==> config.mk <==
export PLATFORM = sky130hd
export DESIGN_NAME = hazard_ctrl_md
export DESIGN_NICKNAME = d
export VERILOG_FILES = /design/src/rtl/hazard_ctrl_md.sv
export SDC_FILE = /design/constraint.sdc
export NUM_CORES = 1
export LEC_CHECK = 0
export ABC_AREA = 1
export BUFFER_PORTS_ARGS = -buffer_cell sky130_fd_sc_hd__buf_2
export CAP_MARGIN = 20
export CORE_ASPECT_RATIO = 0.7
export CORE_UTILIZATION = 25
export DETAILED_ROUTE_END_ITERATION = 16
export GPL_ROUTABILITY_DRIVEN = 0
export PLACE_DENSITY = 0.47
export SYNTH_ARGS = -nofsm -noshare
export SYNTH_HDL_FRONTEND = slang
export SYNTH_SLANG_ARGS = --single-unit
export TNS_END_PERCENT = 50
==> constraint.sdc <==
create_clock -name clk -period 1.8 [get_ports clk]
set_input_delay 0.18 -clock clk [delete_from_list [all_inputs] [get_ports clk]]
set_output_delay 0.18 -clock clk [all_outputs]
set_load 0.05 [all_outputs]
==> src/rtl/hazard_ctrl_md.sv <==
`default_nettype none
// ============================================================================
// Module   : hazard_ctrl_md
// Brief    : Hazard unit for a 5-stage MIPS pipeline. Tracks E/M/W producers
//            in a shadow pipeline, raises stall for Tuse/Tnew conflicts and
//            busy mult/div, and generates every forwarding select.
// Revision : 1.0 - initial release
// ============================================================================
module hazard_ctrl_md #(
  parameter int REG_AW   = 5,
  parameter int T_W      = 2,
  parameter int MULT_LAT = 5,
  parameter int DIV_LAT  = 10,
  parameter int CNT_W    = 4
) (
  input  logic              clk,
  input  logic              reset,
  input  logic [REG_AW-1:0] rs_d,
  input  logic [REG_AW-1:0] rt_d,
  input  logic              rs_used_d,
  input  logic              rt_used_d,
  input  logic [T_W-1:0]    rs_tuse_d,
  input  logic [T_W-1:0]    rt_tuse_d,
  input  logic [REG_AW-1:0] wreg_d,
  input  logic              regwrite_d,
  input  logic [T_W-1:0]    tnew_d,
  input  logic              md_use_d,
  input  logic              md_start_d,
  input  logic              md_div_d,
  output logic              stall,
  output logic [1:0]        fwd_rs_d,
  output logic [1:0]        fwd_rt_d,
  output logic [1:0]        fwd_rs_e,
  output logic [1:0]        fwd_rt_e,
  output logic              fwd_rt_m,
  output logic              md_busy
);

  localparam logic [CNT_W-1:0] c_mult_lat = CNT_W'(MULT_LAT);
  localparam logic [CNT_W-1:0] c_div_lat  = CNT_W'(DIV_LAT);
  localparam logic [CNT_W-1:0] c_cnt_one  = CNT_W'(1);
  localparam logic [T_W-1:0]   c_t_one    = T_W'(1);

  // E-stage shadow entry
  logic [REG_AW-1:0] rs_e_q, rs_e_d, rt_e_q, rt_e_d, dest_e_q, dest_e_d;
  logic [T_W-1:0]    tnew_e_q, tnew_e_d;
  logic              rw_e_q, rw_e_d, md_start_e_q, md_start_e_d, md_div_e_q, md_div_e_d;
  // M-stage shadow entry
  logic [REG_AW-1:0] rt_m_q, rt_m_d, dest_m_q, dest_m_d;
  logic [T_W-1:0]    tnew_m_q, tnew_m_d;
  logic              rw_m_q, rw_m_d;
  // W-stage shadow entry
  logic [REG_AW-1:0] dest_w_q, dest_w_d;
  logic [T_W-1:0]    tnew_w_q, tnew_w_d;
  logic              rw_w_q, rw_w_d;
  // Mult/div busy counter
  logic [CNT_W-1:0]  cnt_q, cnt_d;

  logic              stall_reg, stall_md, stall_raw, busy_raw;
  logic [1:0]        sel_rs_d, sel_rt_d, sel_rs_e, sel_rt_e;
  logic              sel_rt_m;

  // A source is produced by an entry when it names that entry's live,
  // non-zero destination.
  function automatic logic hit(input logic [REG_AW-1:0] src,
                               input logic [REG_AW-1:0] dest,
                               input logic              rw);
    return rw && (src == dest) && (src != '0);
  endfunction

  // Tnew counts down one per stage and sticks at zero.
  function automatic logic [T_W-1:0] dec_sat(input logic [T_W-1:0] t);
    return (t == '0) ? '0 : (t - c_t_one);
  endfunction

  // Stall detection: operand not ready in time, or mult/div unit occupied
  always_comb begin
    stall_reg = 1'b0;
    if (rs_used_d && hit(rs_d, dest_e_q, rw_e_q) && (rs_tuse_d < tnew_e_q)) stall_reg = 1'b1;
    if (rs_used_d && hit(rs_d, dest_m_q, rw_m_q) && (rs_tuse_d < tnew_m_q)) stall_reg = 1'b1;
    if (rt_used_d && hit(rt_d, dest_e_q, rw_e_q) && (rt_tuse_d < tnew_e_q)) stall_reg = 1'b1;
    if (rt_used_d && hit(rt_d, dest_m_q, rw_m_q) && (rt_tuse_d < tnew_m_q)) stall_reg = 1'b1;
    busy_raw  = (cnt_q != '0);
    stall_md  = md_use_d && (md_start_e_q || busy_raw);
    stall_raw = stall_reg || stall_md;
  end

  // Forwarding selects: the nearer ready producer wins
  always_comb begin
    sel_rs_d = 2'b00;
    sel_rt_d = 2'b00;
    sel_rs_e = 2'b00;
    sel_rt_e = 2'b00;
    sel_rt_m = 1'b0;
    if (hit(rs_d, dest_e_q, rw_e_q) && (tnew_e_q == '0))      sel_rs_d = 2'b10;
    else if (hit(rs_d, dest_m_q, rw_m_q) && (tnew_m_q == '0)) sel_rs_d = 2'b01;
    if (hit(rt_d, dest_e_q, rw_e_q) && (tnew_e_q == '0))      sel_rt_d = 2'b10;
    else if (hit(rt_d, dest_m_q, rw_m_q) && (tnew_m_q == '0)) sel_rt_d = 2'b01;
    if (hit(rs_e_q, dest_m_q, rw_m_q) && (tnew_m_q == '0))      sel_rs_e = 2'b10;
    else if (hit(rs_e_q, dest_w_q, rw_w_q) && (tnew_w_q == '0)) sel_rs_e = 2'b01;
    if (hit(rt_e_q, dest_m_q, rw_m_q) && (tnew_m_q == '0))      sel_rt_e = 2'b10;
    else if (hit(rt_e_q, dest_w_q, rw_w_q) && (tnew_w_q == '0)) sel_rt_e = 2'b01;
    if (hit(rt_m_q, dest_w_q, rw_w_q) && (tnew_w_q == '0))      sel_rt_m = 1'b1;
  end

  // Outputs are held at zero for the whole reset cycle
  always_comb begin
    stall    = 1'b0;
    fwd_rs_d = 2'b00;
    fwd_rt_d = 2'b00;
    fwd_rs_e = 2'b00;
    fwd_rt_e = 2'b00;
    fwd_rt_m = 1'b0;
    md_busy  = 1'b0;
    if (!reset) begin
      stall    = stall_raw;
      fwd_rs_d = sel_rs_d;
      fwd_rt_d = sel_rt_d;
      fwd_rs_e = sel_rs_e;
      fwd_rt_e = sel_rt_e;
      fwd_rt_m = sel_rt_m;
      md_busy  = busy_raw;
    end
  end

  // Next shadow state: D enters E unless stalled (bubble), others shift down
  always_comb begin
    rs_e_d       = stall_raw ? '0 : rs_d;
    rt_e_d       = stall_raw ? '0 : rt_d;
    dest_e_d     = stall_raw ? '0 : wreg_d;
    tnew_e_d     = stall_raw ? '0 : tnew_d;
    rw_e_d       = stall_raw ? 1'b0 : regwrite_d;
    md_start_e_d = stall_raw ? 1'b0 : md_start_d;
    md_div_e_d   = stall_raw ? 1'b0 : md_div_d;
    rt_m_d       = rt_e_q;
    dest_m_d     = dest_e_q;
    tnew_m_d     = dec_sat(tnew_e_q);
    rw_m_d       = rw_e_q;
    dest_w_d     = dest_m_q;
    tnew_w_d     = dec_sat(tnew_m_q);
    rw_w_d       = rw_m_q;
    cnt_d        = cnt_q;
    if (md_start_e_q)   cnt_d = md_div_e_q ? c_div_lat : c_mult_lat;
    else if (busy_raw)  cnt_d = cnt_q - c_cnt_one;
  end

  // Shadow pipeline and busy counter registers
  always_ff @(posedge clk) begin
    if (reset) begin
      rs_e_q       <= '0;
      rt_e_q       <= '0;
      dest_e_q     <= '0;
      tnew_e_q     <= '0;
      rw_e_q       <= 1'b0;
      md_start_e_q <= 1'b0;
      md_div_e_q   <= 1'b0;
      rt_m_q       <= '0;
      dest_m_q     <= '0;
      tnew_m_q     <= '0;
      rw_m_q       <= 1'b0;
      dest_w_q     <= '0;
      tnew_w_q     <= '0;
      rw_w_q       <= 1'b0;
      cnt_q        <= '0;
    end else begin
      rs_e_q       <= rs_e_d;
      rt_e_q       <= rt_e_d;
      dest_e_q     <= dest_e_d;
      tnew_e_q     <= tnew_e_d;
      rw_e_q       <= rw_e_d;
      md_start_e_q <= md_start_e_d;
      md_div_e_q   <= md_div_e_d;
      rt_m_q       <= rt_m_d;
      dest_m_q     <= dest_m_d;
      tnew_m_q     <= tnew_m_d;
      rw_m_q       <= rw_m_d;
      dest_w_q     <= dest_w_d;
      tnew_w_q     <= tnew_w_d;
      rw_w_q       <= rw_w_d;
      cnt_q        <= cnt_d;
    end
  end

endmodule
`default_nettype wire

==> flow_metrics.env <==
export IMPL_crit_reg2reg_launch="cnt_q[0]"
export IMPL_grt_pass1_wl_um=10160
export IMPL_async_reset_ff_share_pct=0
export IMPL_cp_start_kind="flip-flop"
export IMPL_netlist_top_cells_area="dfxtp_1 (39%), nand2_1 (12%), inv_1 (11%)"
export IMPL_fin_total_pwr_mw=3.208
export IMPL_rr_worst_depth=9
export IMPL_first_pass_iters=4
export IMPL_n_antenna_cell=0
export IMPL_max_slew_margin_rel_pct=77.28
export IMPL_critPathMaxStageDelay_ps=330
export IMPL_synth_area_leader_cell="dfxtp_1"
export IMPL_path_class="reg -> out"
export IMPL_vias=2263
export IMPL_min_period_ps=1840
export IMPL_yosysWarnings=0
export IMPL_nNetsFinal=437
export IMPL_ff2ff_setup_slack_ps=270
export IMPL_crit_path_cell_trace="inv_4, ha_4, nand2_4, a21oi_2, nand3_2, nor3_2, nand3b_1, nor3b_4, buf_6"
export IMPL_ant_nets=0
export IMPL_min_to="dest_e_q[0]"
export IMPL_clockBufferDepth=2
export IMPL_die_w_um=117.2
export IMPL_grt_setup_unrepaired="true"
export IMPL_hold_depth=3
export IMPL_critPathTopFamily="simple AND/OR/NAND/NOR gates"
export IMPL_hpwlAfterDp_um=4986
export IMPL_drv_slew=0
export IMPL_violations="setup timing"
export IMPL_drt_iter0_markers=116
export IMPL_cp_depth=9
export IMPL_crit_required_ps=1620
export IMPL_fmax_ghz=0.5436
export IMPL_dp_cells=515
export IMPL_synth_edf_count=0
export IMPL_synth_top_area_share_pct=38.77
export IMPL_syn_num_nets=386
export IMPL_grt_antenna_before_repair=0
export IMPL_routedWlPerCell_um=11.86
export IMPL_synthDistinctLibCells=28
export IMPL_syn_avg_cell_area_um2=6.658
export IMPL_crit_buf_inv=2
export IMPL_grt_ovfl_total=0
export IMPL_setup_violations=1
export IMPL_clk_latency_ps=280
export IMPL_setup_slack_ps=-39.72
export IMPL_hold_viol_final=0
export IMPL_synth_seq_cells=45
export IMPL_avgViaCountPerCell=4.310
export IMPL_grt_max_degree=30
export IMPL_initial_core_util_pct=25.72
export IMPL_htree_levels=2
export IMPL_final_cell_count_no_fill=525
export IMPL_post_route_drc_count=0
export IMPL_cts_buffers=5
export IMPL_max_cap_viol_count=0
export IMPL_grt_pass1_vias=2055
export IMPL_worstMarginPinSlew_ps=340.8
export IMPL_area_delta_synth_final_pct=30.75
export IMPL_die_h_um=82.66
export IMPL_cts_root_buffer="clkbuf_16"
export IMPL_arrival_ps=1660
export IMPL_drive_above_1_share_pct=23.69
export IMPL_die_area_mm2=0.009690
export IMPL_coreArea_mm2=0.009035
export IMPL_netlist_instances=349
export IMPL_power_density_mw_per_mm2=1056
export IMPL_clk_pin_slew_ps=60
export IMPL_final_setup_tns_ps=-39.72
export IMPL_hold_class="in -> reg"
export IMPL_cp_end_kind="primary output"
export IMPL_timing_rr_end="rt_e_q[2]"
export IMPL_outcome="finished, violations left"
export IMPL_final_period_utilization_pct=102.2
export IMPL_irDropWorstVdd_mv=0.6621
export IMPL_ys_seq_area_share_pct=38.77
export IMPL_rows=29
export IMPL_ios=40
export IMPL_cts_sinks=45
export IMPL_syn_area_mm2=0.002323
export IMPL_tritoncts="done"
export IMPL_io_buffer_count=39
export IMPL_fin_skew_ps=7.122
export IMPL_fin_util_pct=33.62
export IMPL_yosysMostFrequentCell="nand2_1"
export IMPL_wl_um=6226
export IMPL_cpMaxStageDelayCell="dfxtp_2"
export IMPL_hold_start="wreg_d[0]"
export IMPL_crit_fanout=3
export IMPL_synth_common_cells="nand2_1 (72), inv_1 (66), nor2_1 (65)"
export IMPL_track_usage_pct=13.73
export IMPL_ys_flop_type="dfxtp_1"
export IMPL_power_leakage_nw=1.462
[flip-flops by register name (all words and copies together), names as in the netlist, 4 cells and up]
name / cells
dest_w_q: 5
dest_m_q: 5
rs_e_q: 5
rt_m_q: 5
cnt_q: 4
rt_e_q: 5
dest_e_q: 5
[placed cells by master, fill, tap and decap left out, drive strengths merged]
cell / count
nand2: 72
nor2: 70
inv: 69
buf: 47
dfxtp: 45
nand3: 15
a21oi: 14
nand4: 9
clkbuf: 9
o22ai: 8
nor3: 8
ha: 8
nor4: 5
a211oi: 3
xor2: 3
a31oi: 3
xnor2: 2
and3: 2
o211ai: 2
o21ai: 2
nand3b: 1
nor3b: 1
a22o: 1
o211a: 1
bufinv: 1
[per-stage QoR]
step	worst slack [ps]	area (µm²)	hold slack [ps]
3_3_place_gp	116.3	2705	392.9
2_1_floorplan	-112.6	2328	292.2
3_5_place_dp	91.50	2705	397.1
5_1_grt	-147.6	3038	114.2
4_1_cts	-30.99	2960	101.1
6_report	-39.72	3038	102.9
[worst max path at each step]
stage / from / endpoint / slack, ps
final: tnew_m_q[1] / fwd_rs_e[0] / -40
after CTS: tnew_m_q[1] / fwd_rs_e[0] / -30
after floorplan: tnew_e_q[1] / stall / -110
after global routing: tnew_m_q[1] / fwd_rs_e[0] / -150
after detailed placement: dest_m_q[2] / stall / 90
after global placement: tnew_m_q[1] / fwd_rs_e[0] / 120
[per-layer routing]
layer	GRT usage, %	wire [µm]	vias up
met4	1.519	19	0
li1	-	-	1194
met1	21.67	3498	992
met3	3.066	392	4
met2	18.82	2316	73
met5	0	0	-
[timing repair]
action,4_1_cts,5_1_grt
buffers inserted,0,2
resized for setup,29,24
hold buffers,0,0
hold endpoints to repair,0,0
endpoints found under the setup margin,7,10
pin swaps,7,13
[layout make-up]
class                      instances  area (µm²)
fill                             965        5997
inverter                          69       261.5
tap                              124       155.1
clock buffer                       7       142.6
timing repair buffer              49       310.3
clock inverter                     1       30.03
multi-input combinational        230        1219
sequential                        45       919.6
[cell families after synthesis]
kind of cell	after synthesis	share of synthesized area, %
compound gates	34	8.832
xor+xnor	5	1.885
fa+ha+maj	8	4.308
buf+inv	74	12.60
flops	45	38.77
simple gates	183	33.60
[report_power, final]
part           total (mW)  switching, mW  internal [mW]
Combinational       0.898          0.538          0.360
Sequential           1.23          0.101           1.13
Clock                1.08          0.382          0.694
Total                3.21           1.02           2.19
[worst min-delay path: cells and delay by family]
kind | cells | cell delay [ps]
AND/OR/NAND/NOR | 1 | 30
buffers and inverters | 2 | 140
(Power assumes the default switching activity.)
